`src/rtl/i2c_cmd_sequencer.sv`:
```
// i2c_cmd_sequencer: Wishbone master that drives an I2C master core through single-byte memory write/read transactions.
// Ports: wb_clk_i/arst_i (clock, async active-low reset); req_* request handshake (rw, 7-bit slave addr,
// memory addr, write data); rsp_* one-cycle completion pulse with read data, NACK and timeout flags;
// wb_* Wishbone master to the core. Optional macro I2C_CMD_SEQUENCER_TIMEOUT_EN bounds TIP polling.
module i2c_cmd_sequencer #(
  parameter logic [15:0] PRESCALE      = 16'h00FA,
  parameter int          TIMEOUT_POLLS = 1024
) (
  input  logic       wb_clk_i,
  input  logic       arst_i,
  input  logic       req_valid,
  output logic       req_ready,
  input  logic       req_rw,
  input  logic [6:0] req_sadr,
  input  logic [7:0] req_madr,
  input  logic [7:0] req_wdat,
  output logic       rsp_valid,
  output logic [7:0] rsp_rdat,
  output logic       rsp_nack,
  output logic       rsp_tout,
  output logic [2:0] wb_adr_o,
  output logic [7:0] wb_dat_o,
  input  logic [7:0] wb_dat_i,
  output logic       wb_we_o,
  output logic       wb_stb_o,
  output logic       wb_cyc_o,
  input  logic       wb_ack_i
);
  typedef enum logic [2:0] {INIT, IDLE, BUS, GAP, POLL, ABORT, RESP} state_t;
  state_t state_q, state_d;
  logic [3:0] step_q, step_d, len;
  logic cyc_q, cyc_d, we_q, we_d, apoll_q, apoll_d, rw_q, rw_d, nack_q, nack_d;
  logic [2:0] adr_q, adr_d;
  logic [7:0] dat_q, dat_d, madr_q, madr_d, wdat_q, wdat_d, rdat_q, rdat_d, acc_dat;
  logic [6:0] sadr_q, sadr_d;
  logic ack, tip, timed, abt_tout, acc_txr, acc_wr, acc_poll, acc_rxr;
  assign ack = wb_ack_i & cyc_q;
  assign tip = wb_dat_i[1];
  // Flat step list: every third step polls SR; a read adds CR=0x68, its poll, and the RXR fetch.
  assign len = rw_q ? 4'd12 : 4'd9;
  assign acc_txr = step_q == 4'd0 || step_q == 4'd3 || step_q == 4'd6;
  assign acc_wr = step_q == 4'd2 || step_q == 4'd5 || step_q == 4'd8;
  assign acc_poll = acc_wr || step_q == 4'd10;
  assign acc_rxr = step_q == 4'd11;
  always_comb
    case (step_q)
      4'd0: acc_dat = {sadr_q, 1'b0};
      4'd1: acc_dat = 8'h90;
      4'd3: acc_dat = madr_q;
      4'd4: acc_dat = 8'h10;
      4'd6: acc_dat = rw_q ? {sadr_q, 1'b1} : wdat_q;
      4'd7: acc_dat = rw_q ? 8'h90 : 8'h50;
      4'd9: acc_dat = 8'h68;
      default: acc_dat = 8'h00;
    endcase
  always_comb begin
    state_d = state_q;
    step_d = step_q;
    cyc_d = cyc_q;
    we_d = we_q;
    adr_d = adr_q;
    dat_d = dat_q;
    apoll_d = apoll_q;
    rw_d = rw_q;
    sadr_d = sadr_q;
    madr_d = madr_q;
    wdat_d = wdat_q;
    rdat_d = rdat_q;
    nack_d = nack_q;
    if (ack) begin
      cyc_d = 1'b0;
      we_d = 1'b0;
      adr_d = 3'd0;
      dat_d = 8'h00;
    end
    case (state_q)
      INIT:
        if (ack) step_d = step_q + 4'd1;
        else if (!cyc_q) begin
          if (step_q == 4'd3) begin
            step_d = 4'd0;
            state_d = IDLE;
          end else begin
            cyc_d = 1'b1;
            we_d = 1'b1;
            adr_d = step_q[2:0];
            dat_d = step_q == 4'd0 ? PRESCALE[7:0] : step_q == 4'd1 ? PRESCALE[15:8] : 8'h80;
          end
        end
      IDLE:
        if (req_valid) begin
          rw_d = req_rw;
          sadr_d = req_sadr;
          madr_d = req_madr;
          wdat_d = req_wdat;
          step_d = 4'd0;
          state_d = GAP;
        end
      GAP:
        if (step_q >= len) state_d = RESP;
        else begin
          cyc_d = 1'b1;
          we_d = !(acc_poll || acc_rxr);
          adr_d = acc_txr || acc_rxr ? 3'd3 : 3'd4;
          dat_d = acc_dat;
          state_d = acc_poll ? POLL : BUS;
        end
      BUS:
        if (ack) begin
          step_d = step_q + 4'd1;
          state_d = acc_rxr ? RESP : GAP;
          if (acc_rxr) begin
            rdat_d = wb_dat_i;
            nack_d = 1'b0;
          end
        end
      POLL:
        if (ack) begin
          if (tip) begin
            state_d = timed ? ABORT : GAP;
            apoll_d = 1'b0;
          end else if (acc_wr && wb_dat_i[7]) begin
            state_d = ABORT;
            apoll_d = 1'b0;
          end else begin
            step_d = step_q + 4'd1;
            state_d = step_q + 4'd1 == len ? RESP : GAP;
            if (step_q + 4'd1 == len) begin
              rdat_d = 8'h00;
              nack_d = 1'b0;
            end
          end
        end
      ABORT:
        if (ack) begin
          apoll_d = 1'b1;
          if (apoll_q && (!tip || timed)) begin
            state_d = RESP;
            rdat_d = 8'h00;
            nack_d = !abt_tout;
          end
        end else if (!cyc_q) begin
          cyc_d = 1'b1;
          we_d = !apoll_q;
          adr_d = 3'd4;
          dat_d = apoll_q ? 8'h00 : 8'h40;
        end
      RESP: state_d = IDLE;
      default: state_d = INIT;
    endcase
  end
  always_ff @(posedge wb_clk_i or negedge arst_i)
    if (!arst_i) begin
      state_q <= INIT;
      step_q <= 4'd0;
      cyc_q <= 1'b0;
      we_q <= 1'b0;
      adr_q <= 3'd0;
      dat_q <= 8'h00;
      apoll_q <= 1'b0;
      rw_q <= 1'b0;
      sadr_q <= 7'h00;
      madr_q <= 8'h00;
      wdat_q <= 8'h00;
      rdat_q <= 8'h00;
      nack_q <= 1'b0;
    end else begin
      state_q <= state_d;
      step_q <= step_d;
      cyc_q <= cyc_d;
      we_q <= we_d;
      adr_q <= adr_d;
      dat_q <= dat_d;
      apoll_q <= apoll_d;
      rw_q <= rw_d;
      sadr_q <= sadr_d;
      madr_q <= madr_d;
      wdat_q <= wdat_d;
      rdat_q <= rdat_d;
      nack_q <= nack_d;
    end
`ifdef I2C_CMD_SEQUENCER_TIMEOUT_EN
  localparam int PW = $clog2(TIMEOUT_POLLS) + 1;
  logic [PW-1:0] poll_cnt_q, poll_cnt_d;
  logic abt_tout_q, abt_tout_d, tout_q, tout_d, resp_go;
  assign timed = poll_cnt_q >= PW'(TIMEOUT_POLLS - 1);
  assign abt_tout = abt_tout_q;
  assign rsp_tout = tout_q;
  assign resp_go = state_d == RESP && state_q != RESP;
  // The poll counter restarts whenever TIP clears or a timeout hands over to ABORT.
  always_comb begin
    poll_cnt_d = poll_cnt_q;
    if (ack && (state_q == POLL || (state_q == ABORT && apoll_q))) poll_cnt_d = tip && !timed ? poll_cnt_q + PW'(1) : '0;
    abt_tout_d = state_q == POLL && ack ? tip : abt_tout_q;
    tout_d = resp_go ? state_q == ABORT && (abt_tout_q || tip) : tout_q;
  end
  always_ff @(posedge wb_clk_i or negedge arst_i)
    if (!arst_i) begin
      poll_cnt_q <= '0;
      abt_tout_q <= 1'b0;
      tout_q <= 1'b0;
    end else begin
      poll_cnt_q <= poll_cnt_d;
      abt_tout_q <= abt_tout_d;
      tout_q <= tout_d;
    end
`else
  assign timed = 1'b0;
  assign abt_tout = 1'b0;
  assign rsp_tout = 1'b0;
`endif
  assign wb_cyc_o = cyc_q;
  assign wb_stb_o = cyc_q;
  assign wb_we_o = we_q;
  assign wb_adr_o = adr_q;
  assign wb_dat_o = dat_q;
  assign req_ready = state_q == IDLE;
  assign rsp_valid = state_q == RESP;
  assign rsp_rdat = rdat_q;
  assign rsp_nack = nack_q;
endmodule

```
`config.mk`:
```
export PLATFORM = sky130hd
export DESIGN_NAME = i2c_cmd_sequencer
export DESIGN_NICKNAME = d
export VERILOG_FILES = /design/src/rtl/i2c_cmd_sequencer.sv
export SDC_FILE = /design/constraint.sdc
export NUM_CORES = 1
export LEC_CHECK = 0
export CORE_MARGIN = 3
export CORE_UTILIZATION = 48
export CTS_CLUSTER_SIZE = 14
export DETAILED_ROUTE_END_ITERATION = 12
export PLACE_DENSITY_LB_ADDON = 0.12
export SYNTH_ARGS = -nofsm -noshare
export SYNTH_HDL_FRONTEND = slang
export SYNTH_SLANG_ARGS = --single-unit
```
`constraint.sdc`:
```
create_clock -name wb_clk_i -period 2.2 [get_ports wb_clk_i]
set_input_delay 0.44 -clock wb_clk_i [delete_from_list [all_inputs] [get_ports wb_clk_i]]
set_output_delay 0.44 -clock wb_clk_i [all_outputs]
set_load 0.05 [all_outputs]
```
== Word-level counts from Yosys, hierarchy flattened ==
Index checks and enable logic that the tools add are counted.
Widths: inputs -> output; s select.
Storage, ports and cells
  output and inout bits: 26
  word-level logic and storage cells: 158
  input bits: 36
  register bits: 54
Cells by class
  add/sub/neg operators: 1
  mux-type cells: 87
  equal/unequal tests: 33
  bitwise gates (word level): 1
  magnitude comparators: 1
  reduce and logical (&&, ||, !) cells: 22
Operator list (count)
  $mux 8: 19
  $mux 3: 23
  $pmux 8 s7: 1
  $pmux 8 s3: 2
  $mux 4: 8
  $mux 1: 26
  $ne 2x2->1 const B: 12
  $pmux 3 s7: 1
  $eq 4x3->1 const B: 4
  $eq 4x4->1 const B: 4
  $pmux 4 s4: 1
  $reduce_and 8->1: 2
  $eq 3x3->1 const B: 3
  $ne 3x3->1 const B: 3
  $pmux 1 s3: 3
  $pmux 3 s3: 1
  $reduce_and 9->1: 1
  $eq 4x2->1 const B: 2
  $logic_or 1x1->1: 7
  $mux 7: 1
  $eq 3x2->1 const B: 2
  $add 4x1->4 const B: 1
  $eq 4x1->1 const B: 1
  $eq 4x4->1: 1
  other kinds (13): 16

== Depth between registers and ports, before layout ==
  depth after elaboration: 8
  gate-level depth with buffers: 8
  mapped depth without buffers: 7

== Worst setup path after synthesis ==
Ideal clock, no wire load.
  path type: reg-to-reg
  start: register step_q[0]
  end: register dat_q[1], in the netlist wb_dat_o[1]
  path slack: -0.025 ns
  buffers on the path: 0
  period minus slack after synthesis: 2.225 ns
  required time: 2.052 ns
  cell stages (with the launch flop): 8
  arrival time: 2.077 ns
  setup time: 0.148 ns
  path through: dfrtp_1 -> inv_1 -> ha_1 -> or4b_1 -> nand2_1 -> nand2_1 -> a221oi_2 -> o221ai_1
On the way
  cells in the longest elaborated chain, start to end: 6
  elaborated cells between the ends (all ways): 15
  those cells by class: order compare (1); eq/ne (6); mux (7); reduce/logical (1)
RTL lines
  start: declaration: line 31  | logic [3:0] step_q, step_d, len;
  start signal: assignment: line 169  | step_q <= step_d;
  $logic_not 4->1: line 46, 87
  $mux 8: line 87  | dat_d = step_q == 4'd0 ? PRESCALE[7:0] : step_q == 4'd1 ? PRESCALE[15:8] : 8'h80;
  $mux 8: line 80  | if (step_q == 4'd3) begin
  $mux 8: line 79  | else if (!cyc_q) begin
  $mux 8: line 78  | if (ack) step_d = step_q + 4'd1;
  $pmux 8 s3 (*): line 76  | case (state_q)
  net dat_d[1]: line 34  | logic [7:0] dat_q, dat_d, madr_q, madr_d, wdat_q, wdat_d, rdat_q, rdat_d, acc_dat;
  end signal: assignment: line 173  | dat_q <= dat_d;
  end: declaration: line 34
The timed path passes the listed nets; every way through them passes the cells marked *.
A chain may end at the register's enable or synchronous reset.

== Worst setup path after layout ==
  start: register step_q[0]
  end: register dat_q[2], in the netlist wb_dat_o[2]
The elaborated chain is that of the path after synthesis.

==> results.sh <==
export IMPL_outcome="completed"
export IMPL_via_count=3155
export IMPL_synth_edf_count=0
export IMPL_wirelength_microns=9779
export IMPL_grt_max_degree=39
export IMPL_drc=0
export IMPL_cp_max_fo=4
export IMPL_p_per_area_nw_per_um2=1460
export IMPL_internal_power_mw=3.458
export IMPL_syn_to_final_growth_pct=33.70
export IMPL_r2r_cells=8
export IMPL_clock_sinks=54
export IMPL_hold_viol_final=0
export IMPL_cts_buffers=5
export IMPL_critPathTopFamily="compound AO/OA/AOI/OAI gates"
export IMPL_fp_dieH_microns=89.16
export IMPL_clk_latency_ps=300
export IMPL_slew_violations=0
export IMPL_crit_type="reg -> reg"
export IMPL_ys_seq_area_frac=0.4071
export IMPL_r2r_slack_ps=60
export IMPL_ant_nets=0
export IMPL_min_period_over_period=0.9728
export IMPL_cp_end_kind="register"
export IMPL_slew_headroom=0.5406
export IMPL_drv_cap=0
export IMPL_ys_ff_latch=54
export IMPL_fin_crit_ps=2140
export IMPL_critPathLaunch="step_q[0]$_DFFE_PN0P_"
export IMPL_grt_pass1_wl_microns=15600
export IMPL_antenna_found_initial=0
export IMPL_grt_use_total=0.2559
export IMPL_cp_slowest_stage_delay_ps=510
export IMPL_r2r_start="step_q[0]$_DFFE_PN0P_"
export IMPL_htreeDepth=2
export IMPL_hp_class="in -> async"
export IMPL_pwr_share_comb=0.623
export IMPL_place_congestion=1.018
export IMPL_leakage_nw=1.835
export IMPL_yosysUniqueCellTypes=70
export IMPL_io_pins=62
export IMPL_endpoint="wb_dat_o[2]$_DFF_PN0_"
export IMPL_die_area_sq_um=7950
export IMPL_post_drt_wl_per_cell_microns=18.81
export IMPL_synthArstFlopShare=1.000
export IMPL_tightest_slew_ps=689.1
export IMPL_cts_root_buf="clkbuf_8"
export IMPL_pwr_share_seq=0.292
export IMPL_skew_ps=6.703
export IMPL_clock_fmax_mhz=467.3
export IMPL_final_util=0.6795
export IMPL_synth_cells=352
export IMPL_synth_fp_nets=394
export IMPL_nNetsFinal=485
export IMPL_drive_gt1_frac=0.2528
export IMPL_hpwl_microns=7285
export IMPL_drt_iter0_markers=238
export IMPL_antenna_cells=0
export IMPL_start_util=0.5082
export IMPL_critPathLaunchType="register"
export IMPL_ys_flop_type="dfrtp_1"
export IMPL_ys_warn_count=0
export IMPL_cts_tree="yes"
export IMPL_ir_worst_vdd_mv=0.7423
export IMPL_viasPerCell=6.067
export IMPL_dp_cells=512
export IMPL_fp_dieW_microns=89.16
export IMPL_syn_cell_area_sq_um=3319
export IMPL_r2r_end="wb_dat_o[2]$_DFF_PN0_"
export IMPL_first_global_vias=3027
export IMPL_layoutNonFillerInstCount=520
export IMPL_cts_clk_slew_worst_paths_ps=100
export IMPL_path_cells="inv_2 -> ha_1 -> or4b_4 -> a21oi_2 -> buf_4 -> a211oi_1 -> o21bai_2 -> o2bb2ai_1"
export IMPL_clkPwrFrac=0.085
export IMPL_cp_depth=8
export IMPL_whs_ps=65.41
export IMPL_syn_avg_cell_area_sq_um=9.430
export IMPL_setup_viol=0
export IMPL_std_cell_rows=29
export IMPL_port_buffers=60
export IMPL_drtPass1Iterations=5
export IMPL_switching_share=0.4662
export IMPL_nFillCells=533
export IMPL_rsz0062_at_grt="true"
export IMPL_cp_num_buf_inv=2
export IMPL_critPathSlowestCell="or4b_4"
export IMPL_cp_required_ps=2390
export IMPL_net_switching_power_mw=3.020
export IMPL_cp_arrival_ps=2330
export IMPL_clockBufferDepth=2
export IMPL_gr_total_overflow=0
export IMPL_core_area_sq_um=6531
-- cells in the mapped netlist, types with 10 or more instances --
master,n,area share
mux2_2,23,0.078
nor2_1,20,0.023
a22oi_1,10,0.023
a21oi_1,20,0.030
o21ai_0,26,0.039
nand2_1,34,0.038
buf_2,12,0.018
dfrtp_1,54,0.41
inv_1,14,0.016
-- stage by stage --
stage	cell area (sq um)	TNS [ps]	total power, mW	worst slack, ps
final	4438	0	6.477	59.85
after global routing	4438	-86.22	6.919	-37.41
after CTS	4373	-16.35	6.311	-16.35
after detailed placement	4285	-119.3	5.748	-57.76
after global placement	4285	0	5.695	0.1115
after floorplan	3322	0	4.337	13.50
-- metal layers --
metal / GRT usage / share of wire / up-vias
li1: - / - / 1489
met1: 0.3588 / 0.46 / 1540
met2: 0.4193 / 0.47 / 110
met3: 0.03134 / 0.044 / 16
met4: 0.07037 / 0.022 / 0
met5: 0 / 0 / -
-- how the worst min path moves through the flow --
stage	slack [ps]	to	depth (start not counted)
after floorplan	140	apoll_q$_DFFE_PN0P_	0
after detailed placement	400	rw_q$_DFFE_PN0P_	1
after global routing	80	wb_adr_o[2]$_DFF_PN0_	1
final	70	wb_cyc_o$_DFF_PN0_	1
after global placement	410	rw_q$_DFFE_PN0P_	1
after CTS	80	wb_adr_o[2]$_DFF_PN0_	1
-- worst reg2reg max path, cell delays in order (launching register included) --
cell	delay (ps)
dfrtp_2	440
inv_2	60
ha_1	310
or4b_4	510
a21oi_2	130
buf_4	140
a211oi_1	70
o21bai_2	230
o2bb2ai_1	140
-- power by group through the flow --
stage                     Combinational, mW  Clock [mW]  Sequential (mW)
after global routing                   4.37       0.598             1.95
after detailed placement               3.87           0             1.88
after CTS                              3.89       0.558             1.86
after global placement                 3.82           0             1.87
after floorplan                        2.11           0             2.23
final                                  4.03       0.553             1.89
-- state kept, by name, indices dropped and copies added, names as in the netlist --
signal / count
apoll_q: 1
wb_we_o: 1
rsp_nack: 1
wdat_q: 8
step_q: 4
wb_dat_o: 8
rw_q: 1
sadr_q: 7
rsp_rdat: 8
wb_adr_o: 3
madr_q: 8
wb_cyc_o: 1
state_q: 3
-- cells by family (layout without fill, tap and decap cells) --
group / after synthesis / in the layout / share of synthesized area
other: 1 / 1 / 0.001130
AOI/OAI and AO/OA: 123 / 123 / 0.2605
buffers and inverters: 38 / 129 / 0.05428
muxes: 27 / 27 / 0.09009
adders and majority gates: 6 / 6 / 0.02262
xor gates and xnor gates: 2 / 2 / 0.005278
and+or+nand+nor: 101 / 101 / 0.1591
DFF: 54 / 54 / 0.4071
-- layout make-up --
| cell class | instances | area [sq um] | area share |
|---|---|---|---|
| flip-flops and latches | 54 | 1355 | 0.3053 |
| inverters | 14 | 52.55 | 0.01184 |
| repair buffers | 108 | 996.0 | 0.2244 |
| clock buffers | 5 | 68.82 | 0.01551 |
| well taps | 77 | 96.34 | 0.02171 |
| multi-input cells | 260 | 1854 | 0.4178 |
| clock inverters | 2 | 15.01 | 0.003383 |
-- cells in the final DEF (no fill, tap or decap), types with 3 or more instances in the layout --
cell and instances:
nor3_1 5, inv_1 13, nand3_1 6, a22oi_1 10, dfrtp_2 3, o32ai_1 3
o221ai_1 3, o22ai_1 5, o21ai_0 25, mux2i_1 4, a21oi_1 18, ha_1 5
dfrtp_1 51, o31ai_1 4, a21oi_2 3, a31oi_1 6, nor2b_1 6, buf_4 48
clkdlybuf4s50_1 55, mux2_2 23, o21a_1 4, nand2_1 33, clkbuf_8 5, and3_1 3
buf_12 4, a211oi_1 5, nand2b_1 5, nor2_1 18, a21boi_0 3, a221oi_1 4
-- what timing repair did --
action                     in CTS  in global routing
setup endpoints to repair       3                 23
buffers inserted                0                  1
hold buffers                    0                  0
gates resized for setup         2                 16
pin swaps                       0                  4
(Power assumes the default switching activity.)
